==> src/rtl/fase_sync_ctrl_pkg.sv <==
// fase_sync_ctrl_pkg: shared constants and FSM encoding for the FIR phase-search path
//   OS          oversampling factor of the FIR output stream
//   NB_FASE     width of the phase select
//   NB_DATA_DEF sample width shared with the FIR and the phase-shifter
package fase_sync_ctrl_pkg;

    localparam int OS          = 4;
    localparam int NB_FASE     = 2;
    localparam int NB_DATA_DEF = 8;

    typedef enum logic [2:0] {IDLE, ALIGN, ACCUM, COMPARE, LOCK} state_t;

    function automatic logic is_busy(input state_t s);
        return s == ALIGN || s == ACCUM || s == COMPARE;
    endfunction

endpackage

==> src/rtl/fase_sync_ctrl_if.sv <==
// fase_sync_ctrl_if: sample stream and phase-select bundle of the phase-search controller
//   i_enable/i_data        FIR output sample stream
//   i_start/i_manual/i_fase_manual  search control and manual override
//   o_fase/o_valid         phase select and symbol strobe to the phase-shifter/slicer
//   o_locked/o_busy/o_energy  search status
//   master: drives the sample stream and control; slave: the controller
interface fase_sync_ctrl_if import fase_sync_ctrl_pkg::*; #(
    parameter int NB_DATA = NB_DATA_DEF,
    parameter int NB_ACC  = NB_DATA_DEF + 10
);
    logic                      i_enable;
    logic signed [NB_DATA-1:0] i_data;
    logic                      i_start;
    logic                      i_manual;
    logic [NB_FASE-1:0]        i_fase_manual;
    logic [NB_FASE-1:0]        o_fase;
    logic                      o_valid;
    logic                      o_locked;
    logic                      o_busy;
    logic [NB_ACC-1:0]         o_energy;

    modport master (
        output i_enable, i_data, i_start, i_manual, i_fase_manual,
        input  o_fase, o_valid, o_locked, o_busy, o_energy
    );

    modport slave (
        input  i_enable, i_data, i_start, i_manual, i_fase_manual,
        output o_fase, o_valid, o_locked, o_busy, o_energy
    );

endinterface

==> src/rtl/fase_sync_ctrl_phase_energy_acc.sv <==
// phase_energy_acc: per-phase |sample| accumulators
//   clock, i_reset  clock and synchronous active-high reset
//   i_enable        qualifies every update
//   i_clear         zero all accumulators (wins over i_add)
//   i_add, i_idx    add |i_data| into accumulator i_idx
//   i_data          signed sample
//   o_acc           the OS accumulators
module phase_energy_acc import fase_sync_ctrl_pkg::*; #(
    parameter int NB_DATA = NB_DATA_DEF,
    parameter int NB_ACC  = NB_DATA_DEF + 10
) (
    input  logic                           clock,
    input  logic                           i_reset,
    input  logic                           i_enable,
    input  logic                           i_clear,
    input  logic                           i_add,
    input  logic [NB_FASE-1:0]             i_idx,
    input  logic signed [NB_DATA-1:0]      i_data,
    output logic [OS-1:0][NB_ACC-1:0]      o_acc
);

    logic [NB_DATA-1:0]          mag;
    logic [OS-1:0][NB_ACC-1:0]   acc_q, acc_d;

    // unsigned magnitude on NB_DATA bits, so the most negative value maps to 2^(NB_DATA-1)
    assign mag = i_data[NB_DATA-1] ? $unsigned(-i_data) : $unsigned(i_data);

    always_comb begin
        acc_d = acc_q;
        if (i_clear)
            acc_d = '0;
        else if (i_add)
            acc_d[i_idx] = acc_q[i_idx] + NB_ACC'(mag);
    end

    always_ff @(posedge clock)
        if (i_reset)
            acc_q <= '0;
        else if (i_enable)
            acc_q <= acc_d;

    assign o_acc = acc_q;

endmodule

==> src/rtl/fase_sync_ctrl.sv <==
// fase_sync_ctrl: phase search over a symbol window and symbol-rate decimation strobe
//   clock, i_reset  clock and synchronous active-high reset
//   bus (slave)     sample stream in, phase select / strobe / search status out
//   NB_DATA         sample width; N_SYM_LOG2 log2 of window length in symbols
//   NB_ACC          accumulator width, wide enough for the full window
module fase_sync_ctrl import fase_sync_ctrl_pkg::*; #(
    parameter int NB_DATA    = NB_DATA_DEF,
    parameter int N_SYM_LOG2 = 10,
    parameter int NB_ACC     = NB_DATA + N_SYM_LOG2
) (
    input  logic             clock,
    input  logic             i_reset,
    fase_sync_ctrl_if.slave  bus
);

    state_t                     state_q, state_d;
    logic [1:0]                 cnt_q;
    logic [N_SYM_LOG2-1:0]      sym_q, sym_d;
    logic [NB_FASE-1:0]         idx_q, idx_d;
    logic [NB_FASE-1:0]         best_q, best_d;
    logic [NB_FASE-1:0]         fase_q, fase_d;
    logic [NB_ACC-1:0]          energy_q, energy_d;
    logic                       valid_q;
    logic [OS-1:0][NB_ACC-1:0]  acc;
    logic                       en, start, sym_last, clear, add;

    assign en       = bus.i_enable;
    assign start    = bus.i_start;
    assign sym_last = cnt_q == 2'd3 && &sym_q;

    phase_energy_acc #(.NB_DATA(NB_DATA), .NB_ACC(NB_ACC)) u_acc (
        .clock    (clock),
        .i_reset  (i_reset),
        .i_enable (en),
        .i_clear  (clear),
        .i_add    (add),
        .i_idx    (cnt_q),
        .i_data   (bus.i_data),
        .o_acc    (acc)
    );

    always_ff @(posedge clock)
        if (i_reset)
            state_q <= IDLE;
        else if (en)
            state_q <= state_d;

    // i_start restarts the search from any state
    always_comb begin
        state_d = state_q;
        case (state_q)
            IDLE:    state_d = start ? ALIGN : IDLE;
            ALIGN:   state_d = start ? ALIGN : (cnt_q == 2'd0 ? ACCUM : ALIGN);
            ACCUM:   state_d = start ? ALIGN : (sym_last ? COMPARE : ACCUM);
            COMPARE: state_d = start ? ALIGN : (idx_q == 2'd3 ? LOCK : COMPARE);
            LOCK:    state_d = start ? ALIGN : LOCK;
            default: state_d = IDLE;
        endcase
    end

    always_comb begin
        bus.o_busy   = is_busy(state_q);
        bus.o_locked = state_q == LOCK;
        bus.o_valid  = valid_q & en;
        bus.o_fase   = fase_q;
        bus.o_energy = energy_q;
    end

    // ALIGN consumes the phase-0 sample on its way out, so the window starts on a symbol boundary
    always_comb begin
        clear    = state_d == ALIGN;
        add      = !start && ((state_q == ALIGN && cnt_q == 2'd0) || state_q == ACCUM);
        sym_d    = clear ? '0 : (state_q == ACCUM && cnt_q == 2'd3 ? sym_q + N_SYM_LOG2'(1) : sym_q);
        idx_d    = state_q == COMPARE ? idx_q + 2'd1 : '0;
        best_d   = state_q == COMPARE ? (acc[idx_q] > acc[best_q] ? idx_q : best_q)
                 : state_q == LOCK    ? best_q : '0;
        fase_d   = bus.i_manual ? bus.i_fase_manual : (state_d == LOCK ? best_d : fase_q);
        energy_d = state_d == LOCK ? acc[best_d] : energy_q;
    end

    always_ff @(posedge clock)
        if (i_reset) begin
            cnt_q    <= '0;
            sym_q    <= '0;
            idx_q    <= '0;
            best_q   <= '0;
            fase_q   <= '0;
            energy_q <= '0;
            valid_q  <= 1'b0;
        end else if (en) begin
            cnt_q    <= cnt_q + 2'd1;
            sym_q    <= sym_d;
            idx_q    <= idx_d;
            best_q   <= best_d;
            fase_q   <= fase_d;
            energy_q <= energy_d;
            valid_q  <= cnt_q == 2'd3;
        end

endmodule

==> src/flat_wrapper.sv <==
// flat-port wrapper written by rule: the top's interface ports become plain ports
module fase_sync_ctrl_flat import fase_sync_ctrl_pkg::*;
#(
    parameter int NB_DATA    = NB_DATA_DEF,
    parameter int N_SYM_LOG2 = 10,
    parameter int NB_ACC     = NB_DATA + N_SYM_LOG2
)
  (clock, i_reset, bus_i_enable, bus_i_data, bus_i_start, bus_i_manual, bus_i_fase_manual, bus_o_fase, bus_o_valid, bus_o_locked, bus_o_busy, bus_o_energy);
  fase_sync_ctrl_if #(.NB_DATA(NB_DATA), .NB_ACC(NB_ACC)) bus_i ();
  input  logic clock;
  input  logic i_reset;
  input wire logic [$bits(bus_i.i_enable)-1:0] bus_i_enable;
  input wire logic [$bits(bus_i.i_data)-1:0] bus_i_data;
  input wire logic [$bits(bus_i.i_start)-1:0] bus_i_start;
  input wire logic [$bits(bus_i.i_manual)-1:0] bus_i_manual;
  input wire logic [$bits(bus_i.i_fase_manual)-1:0] bus_i_fase_manual;
  output wire logic [$bits(bus_i.o_fase)-1:0] bus_o_fase;
  output wire logic [$bits(bus_i.o_valid)-1:0] bus_o_valid;
  output wire logic [$bits(bus_i.o_locked)-1:0] bus_o_locked;
  output wire logic [$bits(bus_i.o_busy)-1:0] bus_o_busy;
  output wire logic [$bits(bus_i.o_energy)-1:0] bus_o_energy;
  assign bus_i.i_enable = bus_i_enable;
  assign bus_i.i_data = bus_i_data;
  assign bus_i.i_start = bus_i_start;
  assign bus_i.i_manual = bus_i_manual;
  assign bus_i.i_fase_manual = bus_i_fase_manual;
  assign bus_o_fase = bus_i.o_fase;
  assign bus_o_valid = bus_i.o_valid;
  assign bus_o_locked = bus_i.o_locked;
  assign bus_o_busy = bus_i.o_busy;
  assign bus_o_energy = bus_i.o_energy;
  fase_sync_ctrl #(.NB_DATA(NB_DATA), .N_SYM_LOG2(N_SYM_LOG2), .NB_ACC(NB_ACC)) u_core (.clock(clock), .i_reset(i_reset), .bus(bus_i));
endmodule
==> config.mk <==
export PLATFORM = sky130hd
export DESIGN_NAME = fase_sync_ctrl_flat
export DESIGN_NICKNAME = d
export VERILOG_FILES = /design/src/rtl/fase_sync_ctrl_pkg.sv /design/src/rtl/fase_sync_ctrl_if.sv /design/src/rtl/fase_sync_ctrl_phase_energy_acc.sv /design/src/rtl/fase_sync_ctrl.sv /design/src/flat_wrapper.sv
export SDC_FILE = /design/constraint.sdc
export NUM_CORES = 1
export LEC_CHECK = 0
export ABC_AREA = 1
export CAP_MARGIN = 15
export CORE_ASPECT_RATIO = 1.75
export CORE_MARGIN = 5
export CORE_UTILIZATION = 45
export CTS_BUF_LIST = sky130_fd_sc_hd__clkbuf_16
export DETAILED_ROUTE_END_ITERATION = 10
export PLACE_DENSITY = 0.62
export RECOVER_POWER = 100
export SETUP_SLACK_MARGIN = 0.02
export SLEW_MARGIN = 15
export SYNTH_ARGS = -nofsm -noshare
export SYNTH_HDL_FRONTEND = slang
export SYNTH_HIERARCHICAL = 1
export SYNTH_SLANG_ARGS = --single-unit
==> constraint.sdc <==
create_clock -name clock -period 5.6 [get_ports clock]
set_input_delay 0.56 -clock clock [delete_from_list [all_inputs] [get_ports clock]]
set_output_delay 0.56 -clock clock [all_outputs]
set_load 0.02 [all_outputs]
**Word-level counts from Yosys, hierarchy flattened**

Index checks and enable logic that the tools add are counted.
W data, S select, Z words.

- Register bits after elaboration: 112
- Input port bits: 15

- Add/sub/neg operators: 5
- $lt $le $gt $ge: 6
- Equal/unequal tests: 8
- Mux-type cells: 31
- Bitwise operators: 1
- Reduce and logical (&&, ||, !) cells: 19

Operators by type and width:

| kind | count |
|---|---|
| $bmux W18 S2 | 4 |
| $mux W72 | 2 |
| $mux W18 | 5 |
| $bwmux W72 | 1 |
| $demux W18 S2 | 1 |
| $mux W10 | 2 |
| $add A18 B8 Y18 | 1 |
| $gt A18 B18 Y1 | 1 |
| $mux W3 | 5 |
| $pmux W3 S5 | 1 |
| $mux W2 | 7 |
| $lt A2 B3 Y1 const B | 4 |
| $add A10 B1 Y10 const B | 1 |
| $reduce_and A10 Y1 | 1 |
| $mux W8 | 1 |
| $neg A8 Y8 | 1 |
| $reduce_and A2 Y1 | 4 |
| $eq A3 B1 Y1 const B | 2 |
| $eq A3 B2 Y1 const B | 2 |
| $eq A3 B3 Y1 const B | 2 |
| $reduce_bool A2 Y1 | 3 |
| $logic_and A1 B1 Y1 | 5 |
| $add A2 B1 Y2 const B | 2 |
| $eq A2 B2 Y1 const B | 2 |
| 7 further kinds | 10 |

**Longest topological paths before layout**

Gate-level depths: netlist of run 1.

- Depth in word-level cells: 8
- Gate-level depth with buffers: 24
- Mapped depth without buffers: 22

**Cells and area by module**

Netlist of run 1, hierarchy kept.

By module, submodules not included:

| module | instances | cells each | area an instance (um2) |
|---|---|---|---|
| fase_sync_ctrl | 1 | 774 | 4474.3 |
| phase_energy_acc | 1 | 585 | 3921.3 |

**Worst setup path after synthesis of run 1**

OpenSTA, ideal clock, no wires.

- Path type: register to register
- From: register u_core.best_q[0]
- To: register u_core.energy_q[0] (netlist: u_core/bus.o_energy[0])
- Arrival: 2.700 ns
- Path slack: 2.791 ns
- Stages on the path, launching flop included: 24
- Path buffers: 4
- Clock period less this slack: 2.809 ns
- Path through: dfxtp_1 -> clkbuf_1 -> clkbuf_1 -> clkbuf_1 -> a21oi_1 -> a21oi_1 -> ha_1 -> nand2_1 -> inv_1 -> nand2_1 -> nand2_1 -> nand2_1 -> nand2_1 -> nor2_1 -> nand2_2 -> nand3_2 -> nand2_2 -> nand2_4 -> buf_6 -> nand3_1 -> nand3_2 -> nand3_1 -> nand2_1 -> inv_1

- Cells in the longest elaborated chain, start to end: 7

Ends and longest elaborated chain:

| element | RTL line | RTL |
|---|---|---|
| start: declaration | fase_sync_ctrl.sv:20 | `logic [NB_FASE-1:0] best_q, best_d;` |
| start signal: assignment | fase_sync_ctrl.sv:94 | `best_q <= best_d;` |
| $bmux W18 S2 | fase_sync_ctrl.sv:75 | `best_d = state_q == COMPARE ? (acc[idx_q] > acc[best_q] ? idx_q : best_q)` |
| $mux W18 (not written as such) | fase_sync_ctrl.sv:75 |  |
| $gt A18 B18 Y1 | fase_sync_ctrl.sv:75 |  |
| $mux W2 | fase_sync_ctrl.sv:75 |  |
| $mux W2 (*) | fase_sync_ctrl.sv:75 |  |
| $bmux W18 S2 (*) | fase_sync_ctrl.sv:78 | `energy_d = state_d == LOCK ? acc[best_d] : energy_q;` |
| $mux W18 (not written as such) (*) | fase_sync_ctrl.sv:78 |  |
| end signal: assignment | fase_sync_ctrl.sv:96 | `energy_q <= energy_d;` |
| end: declaration | fase_sync_ctrl.sv:22 | `logic [NB_ACC-1:0] energy_q, energy_d;` |

Every way passes the cells marked *; elsewhere a longest branch is shown, timed or not. The select of a mux whose other input is x is not followed.
A chain may end at the register's enable or synchronous reset.

**Worst setup path after layout of run 1**

- From: register u_core.idx_q[0]
- To: register u_core.energy_q[7] (netlist: u_core/bus.o_energy[7])

- Cells in the longest elaborated chain, start to end: 7

Ends and longest elaborated chain:

| element | RTL line | RTL |
|---|---|---|
| start: declaration | fase_sync_ctrl.sv:19 | `logic [NB_FASE-1:0] idx_q, idx_d;` |
| start signal: assignment | fase_sync_ctrl.sv:93 | `idx_q <= idx_d;` |
| $bmux W18 S2 | fase_sync_ctrl.sv:75 |  |
| $mux W18 (not written as such) | fase_sync_ctrl.sv:75 |  |
| $gt A18 B18 Y1 | fase_sync_ctrl.sv:75 |  |
| $mux W2 (2 in series) | fase_sync_ctrl.sv:75 |  |
| $bmux W18 S2 | fase_sync_ctrl.sv:78 |  |
| $mux W18 (not written as such) | fase_sync_ctrl.sv:78 |  |

Parallel ways exist; a longest one is shown, timed or not. The select of a mux whose other input is x is not followed.

==> reports/metrics.yaml, run 1 <==
status: "finished, final reports clean"
cts_hold_buf: 0
cp-end-kind: "flip-flop"
die_h_um: 190.7
drc: 0
viasPerCell: 5.561
topRoutingLayerUsed: "met4"
finalCriticalPeriod_ps: 4536
vias: 8820
ys_seq_elements: 112
fin_skew_ps: 14.05
path_class: "reg -> reg"
cpPeakStageDelay_ps: 650
cp.required_ps: 5900
yosysUniqueCellTypes: 49
ys_warn_count: 6
gp_congestion: 0.8848
start_kind: "flip-flop"
antennaDiodeCount: 0
arrival_ps: 4840
dp_slack_ps: 1554
maxCapViolations: 0
r2r-end: "u_core/bus.o_energy[7]$_SDFFE_PP0P_"
area_growth_pct: 7.168
clk_pin_slew_ps: 70
dr_wl_met2_um: 13320
drtIter0Drc: 708
p_leak_nw: 3.675
timing.setup.tns_ps: 0
rsz0062_at_grt: "no"
postCtsSetupBuffers: 0
hpwlAfterDp_um: 18990
routed_wl_um: 26600
setup_viol: 0
io_buffers: 37
layout.cells.non_filler: 1586
antenna_found_initial: 0
wl_met3_um: 1544
r2r_cells: 21
core_area_mm2: 0.01850
cp-endpoint: "u_core/bus.o_energy[7]$_SDFFE_PP0P_"
final_net_count: 1392
routedWlPerCell_um: 16.77
slew_headroom_pct: 26.56
cp_top_family: "simple AND/OR/NAND/NOR gates"
drt_pass1_iterations: 5
power.density_mw_per_mm2: 205.9
insertion_delay_ps: 360
pin_count: 38
placementRows: 66
grt_pass1_wl_um: 43120
cts_buffers: 9
cts.sinks: 112
cp-startpoint: "u_core/idx_q[0]$_SDFFE_PP0P_"
cp.buffers_inverters: 4
root_buffer: "clkbuf_16"
critical_path_depth: 21
synth_top_family_by_area: "simple AND/OR/NAND/NOR gates"
grt_pass1_vias: 8392
syn_nets: 1406
path_cells: "clkinv_1 > clkbuf_2 > o21ai_0 > a21oi_1 > a21oi_1 > ha_1 > nand2_1 > nor2_1 > nand2_1 > clkinv_1 > nand2_1 > nand2_2 > nand3_1 > nand2_2 > nand2_4 > nand2_1 > nand2_2 > nand3_1 > nand3_1 > nand2_1 > inv_1"
synth_simple_gate_area_share_pct: 35.10
overflow: 0
fin_ws_ps: 1064
synth_cells: 1359
worst_slew_pin_slew_ps: 1100
synth.area.mux_share_pct: 0
die_w_um: 113.3
wl_met1_um: 10800
vdd_drop_max_v: 0.0001164
htree_levels: 3
grt_max_degree: 72
whs_ps: 483.1
synth-adder-area-share_pct: 4.858
drive_gt1_share_pct: 6.231
synthXorXnorAreaFrac_pct: 2.385
cp_max_fo: 37
initial_core_util_pct: 45.39
critPathSlowestCell: "nand2_1"
synth_compound_area_share_pct: 18.42
syn_area_mm2: 0.008396
hold_path_class: "reg -> reg"
fmax_ghz: 0.2205
maxSlewViolCount: 0
p_total_w: 0.001853
die-area_mm2: 0.02160
dpl.cell_count: 1572
ys_seq_area_share_pct: 26.71
cts_resized: 0
crit_path_frequent_cell: "nand2_1"
syn_area_per_cell_um2: 6.178
grt_usage_pct: 24.64
tritoncts: "built"
r2r_slack_ps: 1060
final_hold_viol_count: 0
worstReg2RegStart: "u_core/idx_q[0]$_SDFFE_PP0P_"
finalCritPeriodShare_pct: 80.99
drtAntennaViolNets: 0
clock_path_buffers: 2
==> sequential cells by signal, indices dropped and copies added, names as in the netlist <==
name and flops:
u_core/cnt_q 2, u_core/u_acc/o_acc 72, u_core/best_q 2, u_core/idx_q 2, u_core/valid_q 1, u_core/sym_q 10, u_core/bus.o_energy 18, u_core/bus.o_fase 2
u_core/state_q 3
==> power by group <==
part           leakage (nW)  switching, W  internal, W
combinational          2.62      0.000252    0.0000886
clock                 0.148      0.000304     0.000389
sequential            0.904     0.0000181     0.000802
total                  3.68      0.000574      0.00128
==> worst min-delay path, delay by kind of cell, from the launching register on <==
family,cells,cell delay [ps]
AND/OR/NAND/NOR,1,80
AO/OA/AOI/OAI,1,50
flip-flops,1,310
==> cells in the mapped netlist, drive strengths merged <==
library cell	number	area, um2
o22ai	13	81.33
a21boi	1	7.510
a31oi	3	18.77
nor3	11	76.33
clkinv	8	30.03
a21o	1	7.510
ha	31	387.9
buf	30	226.5
o31ai	3	36.28
o21ai	71	366.6
nor2	78	325.3
o32ai	1	8.760
a211oi	1	7.510
nand3	169	903.4
nand3b	1	7.510
o211ai	1	7.510
xnor2	5	43.79
xor2	17	156.4
a22oi	1	7.510
clkbuf	38	142.6
a21oi	194	970.9
dfxtp	112	2242
o21a	1	7.510
inv	174	653.1
o21bai	1	18.77
nand4	11	75.07
fa	1	20.02
nand2	379	1546
nor4	2	12.51
==> metal layers <==
layer	vias to the layer above	global-route usage, %
met5	-	0
met4	0	11.24
met3	72	2.128
met2	339	43.93
met1	4016	29.67
li1	4393	-
==> area by class of cell <==
type	instances	area, um2
Clock buffer	9	225.2
Clock inverter	5	81.33
Fill cell	1988	9500
Inverter	182	683.2
Multi-Input combinational cell	997	5057
Sequential cell	112	2246
Tap cell	238	297.8
Timing Repair Buffer	43	406.6
==> cell usage in the layout, fill, tap and decap left out, types with 13 or more instances in the layout <==
cell           count
nand2_1          348
a21oi_1          194
inv_1            168
nand3_1          161
dfxtp_1          111
o21ai_0           68
nor2_1            67
ha_1              31
nand2_2           27
dlygate4sd3_1     24
xor2_1            17
o22ai_1           13
==> worst min path at each step <==
stage	from	endpoint	slack [ps]	depth (start not counted)
floorplan	u_core/valid_q$_SDFFE_PP0P_	u_core/valid_q$_SDFFE_PP0P_	460	2
global placement	u_core/sym_q[5]$_SDFFE_PP0P_	u_core/sym_q[5]$_SDFFE_PP0P_	470	2
finish	u_core/valid_q$_SDFFE_PP0P_	u_core/valid_q$_SDFFE_PP0P_	480	2
CTS	u_core/valid_q$_SDFFE_PP0P_	u_core/valid_q$_SDFFE_PP0P_	480	2
global route	u_core/sym_q[5]$_SDFFE_PP0P_	u_core/sym_q[5]$_SDFFE_PP0P_	520	2
detailed placement	u_core/valid_q$_SDFFE_PP0P_	u_core/valid_q$_SDFFE_PP0P_	470	2
==> cells by family (layout without fill, tap and decap cells) <==
logic type	Yosys count	count (layout)
AND/OR/NAND/NOR	651	651
AO/OA/AOI/OAI	292	292
buffers and inverters	250	239
flip-flops	112	112
adder cells (fa/ha/maj)	32	32
XOR/XNOR	22	22
==> metrics by stage <==
step / instance area, um2 / util, %
2_1_floorplan: 8396 / -
3_3_place_gp: 8738 / 47.24
3_5_place_dp: 8738 / 47.24
4_1_cts: 9045 / 48.90
5_1_grt: 8997 / 48.64
6_report: 8997 / 48.64
(Power assumes the default switching activity.)
==> run 2: changes to the inputs <==
- PLACE_DENSITY: 0.62 -> 0.65
- clock period: 5.6 -> 3.75 ns (I/O delays scaled with it)
==> run 2 against run 1 <==
Net effect:
- via count rose by 1.0%
- worst hold slack got worse by 66 ps
- critical path depth decreased by 6
- clock power up 35%
- flip-flop and latch count did not move
- largest power group unchanged
- non-clock buffer count up 23
- maximum frequency is 35% higher
- global-route usage rose by 0.10 points
- critical path type unchanged
- critical endpoint is now u_core/u_acc/o_acc[49]$_SDFFE_PP0P_
- register-to-register slack lost 670 ps
==> reports/metrics.yaml, run 2 (same netlist as run 1, synthesis figures left out) <==
status: "finished, final reports clean"
final_net_count: 1415  # +1.7%
cp_top_family: "simple AND/OR/NAND/NOR gates"
p_leak_nw: 3.785  # +3.0%
drt_pass1_iterations: 6  # +1
placementRows: 66  # unchanged
largest_reg_flops: 72  # unchanged
vdd_drop_max_v: 0.0001966  # +69%
grt_max_degree: 74  # +2.8%
maxCapViolations: 0  # unchanged
cts_resized: 0  # unchanged
vias: 8911  # +1.0%
drtIter0Drc: 696  # -1.7%
finalCriticalPeriod_ps: 3356  # -1179 ps
clock_path_buffers: 2  # unchanged
viasPerCell: 5.531  # -0.54%
gp_congestion: 0.9083  # +2.7%
critPathSlowestCell: "nor4_1"
root_buffer: "clkbuf_16"
path_class: "reg -> reg"
drc: 0  # unchanged
cp.buffers_inverters: 4  # unchanged
cts.sinks: 112  # unchanged
start_kind: "flip-flop"
cts_buffers: 9  # unchanged
rsz0062_at_grt: "no"
timing.setup.tns_ps: 0  # unchanged
grt_usage_pct: 24.74  # +0.10 points
grt_pass1_vias: 8462  # +0.83%
io_buffers: 37  # unchanged
area_growth_pct: 9.210
routedWlPerCell_um: 16.33  # -2.6%
tritoncts: "built"
postCtsSetupBuffers: 0  # unchanged
worst_slew_pin_slew_ps: 812.6  # -287.8 ps
crit_path_frequent_cell: "nand2_1"
setup_viol: 0  # unchanged
hpwlAfterDp_um: 18920  # -0.35%
core_area_mm2: 0.01850  # unchanged
hold_path_class: "in -> reg"
arrival_ps: 3580  # -1260 ps
grt_pass1_wl_um: 42940  # -0.42%
drive_gt1_share_pct: 7.647  # +1.4 points
final_common_cell: "nand2_1"
fill_cells: 1974  # -0.70%
clk_pin_slew_ps: 70  # about the same
htree_levels: 3  # unchanged
antenna_found_initial: 0  # unchanged
fmax_ghz: 0.2979  # +35%
initial_core_util_pct: 45.39  # unchanged
cp.required_ps: 3970  # -1930 ps
fin_skew_ps: 5.505  # -8.550 ps
final_cell_mix: "349 x nand2_1, 194 x a21oi_1, 168 x inv_1"
path_cells: "ha_1 > inv_1 > nor4_1 > nand2_1 > nand2_1 > o31ai_1 > nand3_1 > nand2_1 > inv_1 > o21ai_0 > a21oi_1 > clkinv_1 > clkbuf_2 > nand2_1 > a21oi_1"
slew_headroom_pct: 45.83  # +19 points
final_hold_viol_count: 0  # unchanged
cp_max_fo: 10  # -73%
die-area_mm2: 0.02160  # unchanged
maxSlewViolCount: 0  # unchanged
p_total_w: 0.002700  # +46%
die_h_um: 190.7  # unchanged
overflow: 0  # unchanged
finalCritPeriodShare_pct: 89.50  # +8.5 points
insertion_delay_ps: 370  # about the same
pin_count: 38  # unchanged
cts_hold_buf: 0  # unchanged
cpPeakStageDelay_ps: 460  # -190 ps
routed_wl_um: 26320  # -1.1%
power.density_mw_per_mm2: 294.5  # +43%
antennaDiodeCount: 0  # unchanged
drtAntennaViolNets: 0  # unchanged
cp-end-kind: "flip-flop"
die_w_um: 113.3  # unchanged
==> run 2: worst paths after layout <==
kind / from / slack (ps) / cells past startpoint / end
worst max-delay path: u_core/sym_q[0]$_SDFFE_PP0P_ / 390 / 15 / u_core/u_acc/o_acc[49]$_SDFFE_PP0P_
worst min-delay path: i_reset / 420 / 2 / u_core/sym_q[2]$_SDFFE_PP0P_
worst max register to register: u_core/sym_q[0]$_SDFFE_PP0P_ / 390 / 15 / u_core/u_acc/o_acc[49]$_SDFFE_PP0P_
worst min register to register: u_core/valid_q$_SDFFE_PP0P_ / 480 / 2 / u_core/valid_q$_SDFFE_PP0P_
==> run 2: report_power, final <==
part,internal (W),switching [W],total [W],leakage (nW)
logic,0.000149,0.000407,0.000556,2.74
registers,0.00120,0.0000113,0.00121,0.904
clock network,0.000453,0.000482,0.000935,0.139
==> run 2: stage by stage <==
stage,area [um2],hold WS (ps),util (%),setup WS (ps),cells
global placement,8949,469.5,48.38,477.7,1595
detailed placement,8949,474.3,48.38,360.5,1595
floorplan,8396,456.4,-,941.0,1359
finish,9169,417.4,49.57,393.6,1611
CTS,9221,415.3,49.85,443.7,1611
global route,9169,434.8,49.57,103.7,1611
==> run 2: area by class of cell <==
cell class              instances  area [um2]  area share, %
multi-input cells             997        5069          55.28
clock buffers                   9       225.2          2.456
flip-flops and latches        112        2243          24.47
repair buffers                 66       603.1          6.578
clock inverters                 7       47.55         0.5186
well taps                     238       297.8          3.248
inverters                     182       683.2          7.451
==> run 2: per-layer routing <==
| layer | track usage, % | share of wire (%) | wire (um) |
|---|---|---|---|
| met1 | 30.05 | 40 | 10570 |
| met2 | 43.86 | 51 | 13350 |
| met3 | 2.572 | 5.9 | 1547 |
| met4 | 10.55 | 3.2 | 850 |
| met5 | 0 | 0 | 0 |
==> run 3: changes to the inputs <==
- PLACE_DENSITY: 0.65 -> 0.62
- clock period: 3.75 -> 3.1 ns (I/O delays scaled with it)
==> run 3 against run 2 <==
Net effect:
- count of clock-buffer cells in the layout did not move
- sequential power increased by 21%
- utilization increased by 3.6 points
- worst hold slack better by 38 ps
- largest power group unchanged
- wire length increased by 3.9%
- critical path depth is 6 higher
- power rose by 28%
- final cell count grew 2.7%
- flip-flop and latch count is the same
- die area is the same
- global-route usage up 0.094 points
==> reports/metrics.yaml, run 3 (same netlist as run 1, synthesis figures left out) <==
fill_cells: 1908  # -3.3%
htree_levels: 3  # unchanged
cts_hold_buf: 0  # unchanged
final_common_cell: "nand2_1"
largest_reg_flops: 72  # unchanged
p_leak_nw: 4.014  # +6.0%
finalCriticalPeriod_ps: 2958  # -398.1 ps
worst_slew_pin_slew_ps: 993.8  # +181.2 ps
grt_pass1_vias: 8622  # +1.9%
viasPerCell: 5.482  # -0.89%
cp_max_fo: 18  # +8
clk_pin_slew_ps: 70  # about the same
root_buffer: "clkbuf_16"
drc: 0  # unchanged
tritoncts: "built"
pin_count: 38  # unchanged
drive_gt1_share_pct: 12.43  # +4.8 points
slew_headroom_pct: 33.67  # -12 points
io_buffers: 37  # unchanged
drtAntennaViolNets: 0  # unchanged
routedWlPerCell_um: 16.53  # +1.2%
vias: 9067  # +1.8%
cp.required_ps: 3350  # -620 ps
vdd_drop_max_v: 0.0002518  # +28%
routed_wl_um: 27340  # +3.9%
antenna_found_initial: 0  # unchanged
final_hold_viol_count: 0  # unchanged
grt_pass1_wl_um: 43350  # +0.96%
grt_usage_pct: 24.83  # +0.094 points
hpwlAfterDp_um: 19310  # +2.0%
gp_congestion: 0.8835  # -2.7%
overflow: 0  # unchanged
finalCritPeriodShare_pct: 95.43  # +5.9 points
cp-end-kind: "flip-flop"
fin_ws_ps: 141.7  # -251.9 ps
path_class: "reg -> reg"
final_net_count: 1458  # +3.0%
maxSlewViolCount: 0  # unchanged
status: "finished, final reports clean"
area_growth_pct: 17.23
arrival_ps: 3210  # -370 ps
insertion_delay_ps: 360  # about the same
fin_area_mm2: 0.009842  # +7.3%
initial_core_util_pct: 45.39  # unchanged
placed_area_mm2: 0.009204  # +2.9%
dp_slack_ps: -91.96  # -452.5 ps
grt_max_degree: 47  # -36%
layout.cells.non_filler: 1654  # +2.7%
die_w_um: 113.3  # unchanged
final_cell_mix: "343 x nand2_1, 193 x a21oi_1, 169 x inv_1"
die-area_mm2: 0.02160  # unchanged
dpl.cell_count: 1624  # +1.8%
rsz0062_at_grt: "yes"
hold_path_class: "in -> reg"
power.density_mw_per_mm2: 352.0  # +20%
clock_path_buffers: 2  # unchanged
antennaDiodeCount: 0  # unchanged
cts_buffers: 9  # unchanged
fin_skew_ps: 8.196  # +2.692 ps
die_h_um: 190.7  # unchanged
setup_viol: 0  # unchanged
fmax_ghz: 0.3380  # +13%
core_area_mm2: 0.01850  # unchanged
drtIter0Drc: 795  # +14%
cts.sinks: 112  # unchanged
drt_pass1_iterations: 6  # unchanged
start_kind: "flip-flop"
placementRows: 66  # unchanged
maxCapViolations: 0  # unchanged
-- run 3: layer usage --
metal / track usage (%) / vias to the layer above / part of all wire, % / wire [um]
li1: - / 4528 / - / -
met1: 30.05 / 4190 / 40 / 10960
met2: 45.34 / 307 / 52 / 14210
met3: 2.001 / 42 / 5.2 / 1415
met4: 9.024 / 0 / 2.7 / 750
met5: 0 / - / 0 / 0
-- run 3: report_power, final --
group | internal, W | switching [W]
logic | 0.000276 | 0.000539
registers | 0.00145 | 0.0000175
clock network | 0.000622 | 0.000559
total | 0.00235 | 0.00112
-- run 3: what timing repair did --
item | CTS | global route
endpoints found under the setup margin | 0 | 77
endpoints found under the hold margin | 0 | 0
resized for setup | 0 | 42
setup buffers | 0 | 10
-- run 3: final cells by class --
cell class | instances | area, um2 | share of cell area [%]
clock inverters | 7 | 66.31 | 0.6738
well taps | 238 | 297.8 | 3.026
inverters | 182 | 686.9 | 6.979
flip-flops and latches | 112 | 2251 | 22.87
clock buffers | 9 | 225.2 | 2.288
repair buffers | 108 | 1096 | 11.14
multi-input cells | 998 | 5219 | 53.03
-- run 3: critical path, cell delays in order (launching register included) --
cell and delay (ps):
dfxtp_2 360, clkinvlp_4 130, buf_6 150, clkbuf_16 170
a21oi_2 110, a21oi_1 50, ha_1 310, nand2_2 90
nor2_4 130, nand3_1 100, nor2_1 130, nor2_2 60
nand2_2 110, nand3_4 120, nand2_4 110, nand2_8 90
nand2_8 160, buf_12 120, buf_4 100, inv_2 30
o21ai_0 130, inv_1 60
-- run 3: path summary, 6_finish.rpt --
kind / endpoint / slack [ps] / cells past startpoint / startpoint
setup / recovery: u_core/best_q[0]$_SDFFE_PP0P_ / 140 / 21 / u_core/idx_q[0]$_SDFFE_PP0P_
hold / removal: u_core/u_acc/o_acc[36]$_SDFFE_PP0P_ / 460 / 2 / i_reset
setup reg to reg: u_core/best_q[0]$_SDFFE_PP0P_ / 140 / 21 / u_core/idx_q[0]$_SDFFE_PP0P_
hold reg to reg: u_core/sym_q[5]$_SDFFE_PP0P_ / 490 / 2 / u_core/sym_q[5]$_SDFFE_PP0P_
-- run 3: stage by stage --
stage / setup TNS, ps / hold slack, ps / utilization (%) / total power (W)
floorplan: 0 / 456.4 / - / 0.001996
global placement: -263.2 / 466.7 / 49.76 / 0.002244
detailed placement: -666.9 / 478.8 / 49.76 / 0.002248
CTS: 0 / 444.1 / 51.33 / 0.003425
global route: -25.19 / 479.4 / 53.21 / 0.003609
finish: 0 / 455.7 / 53.21 / 0.003464
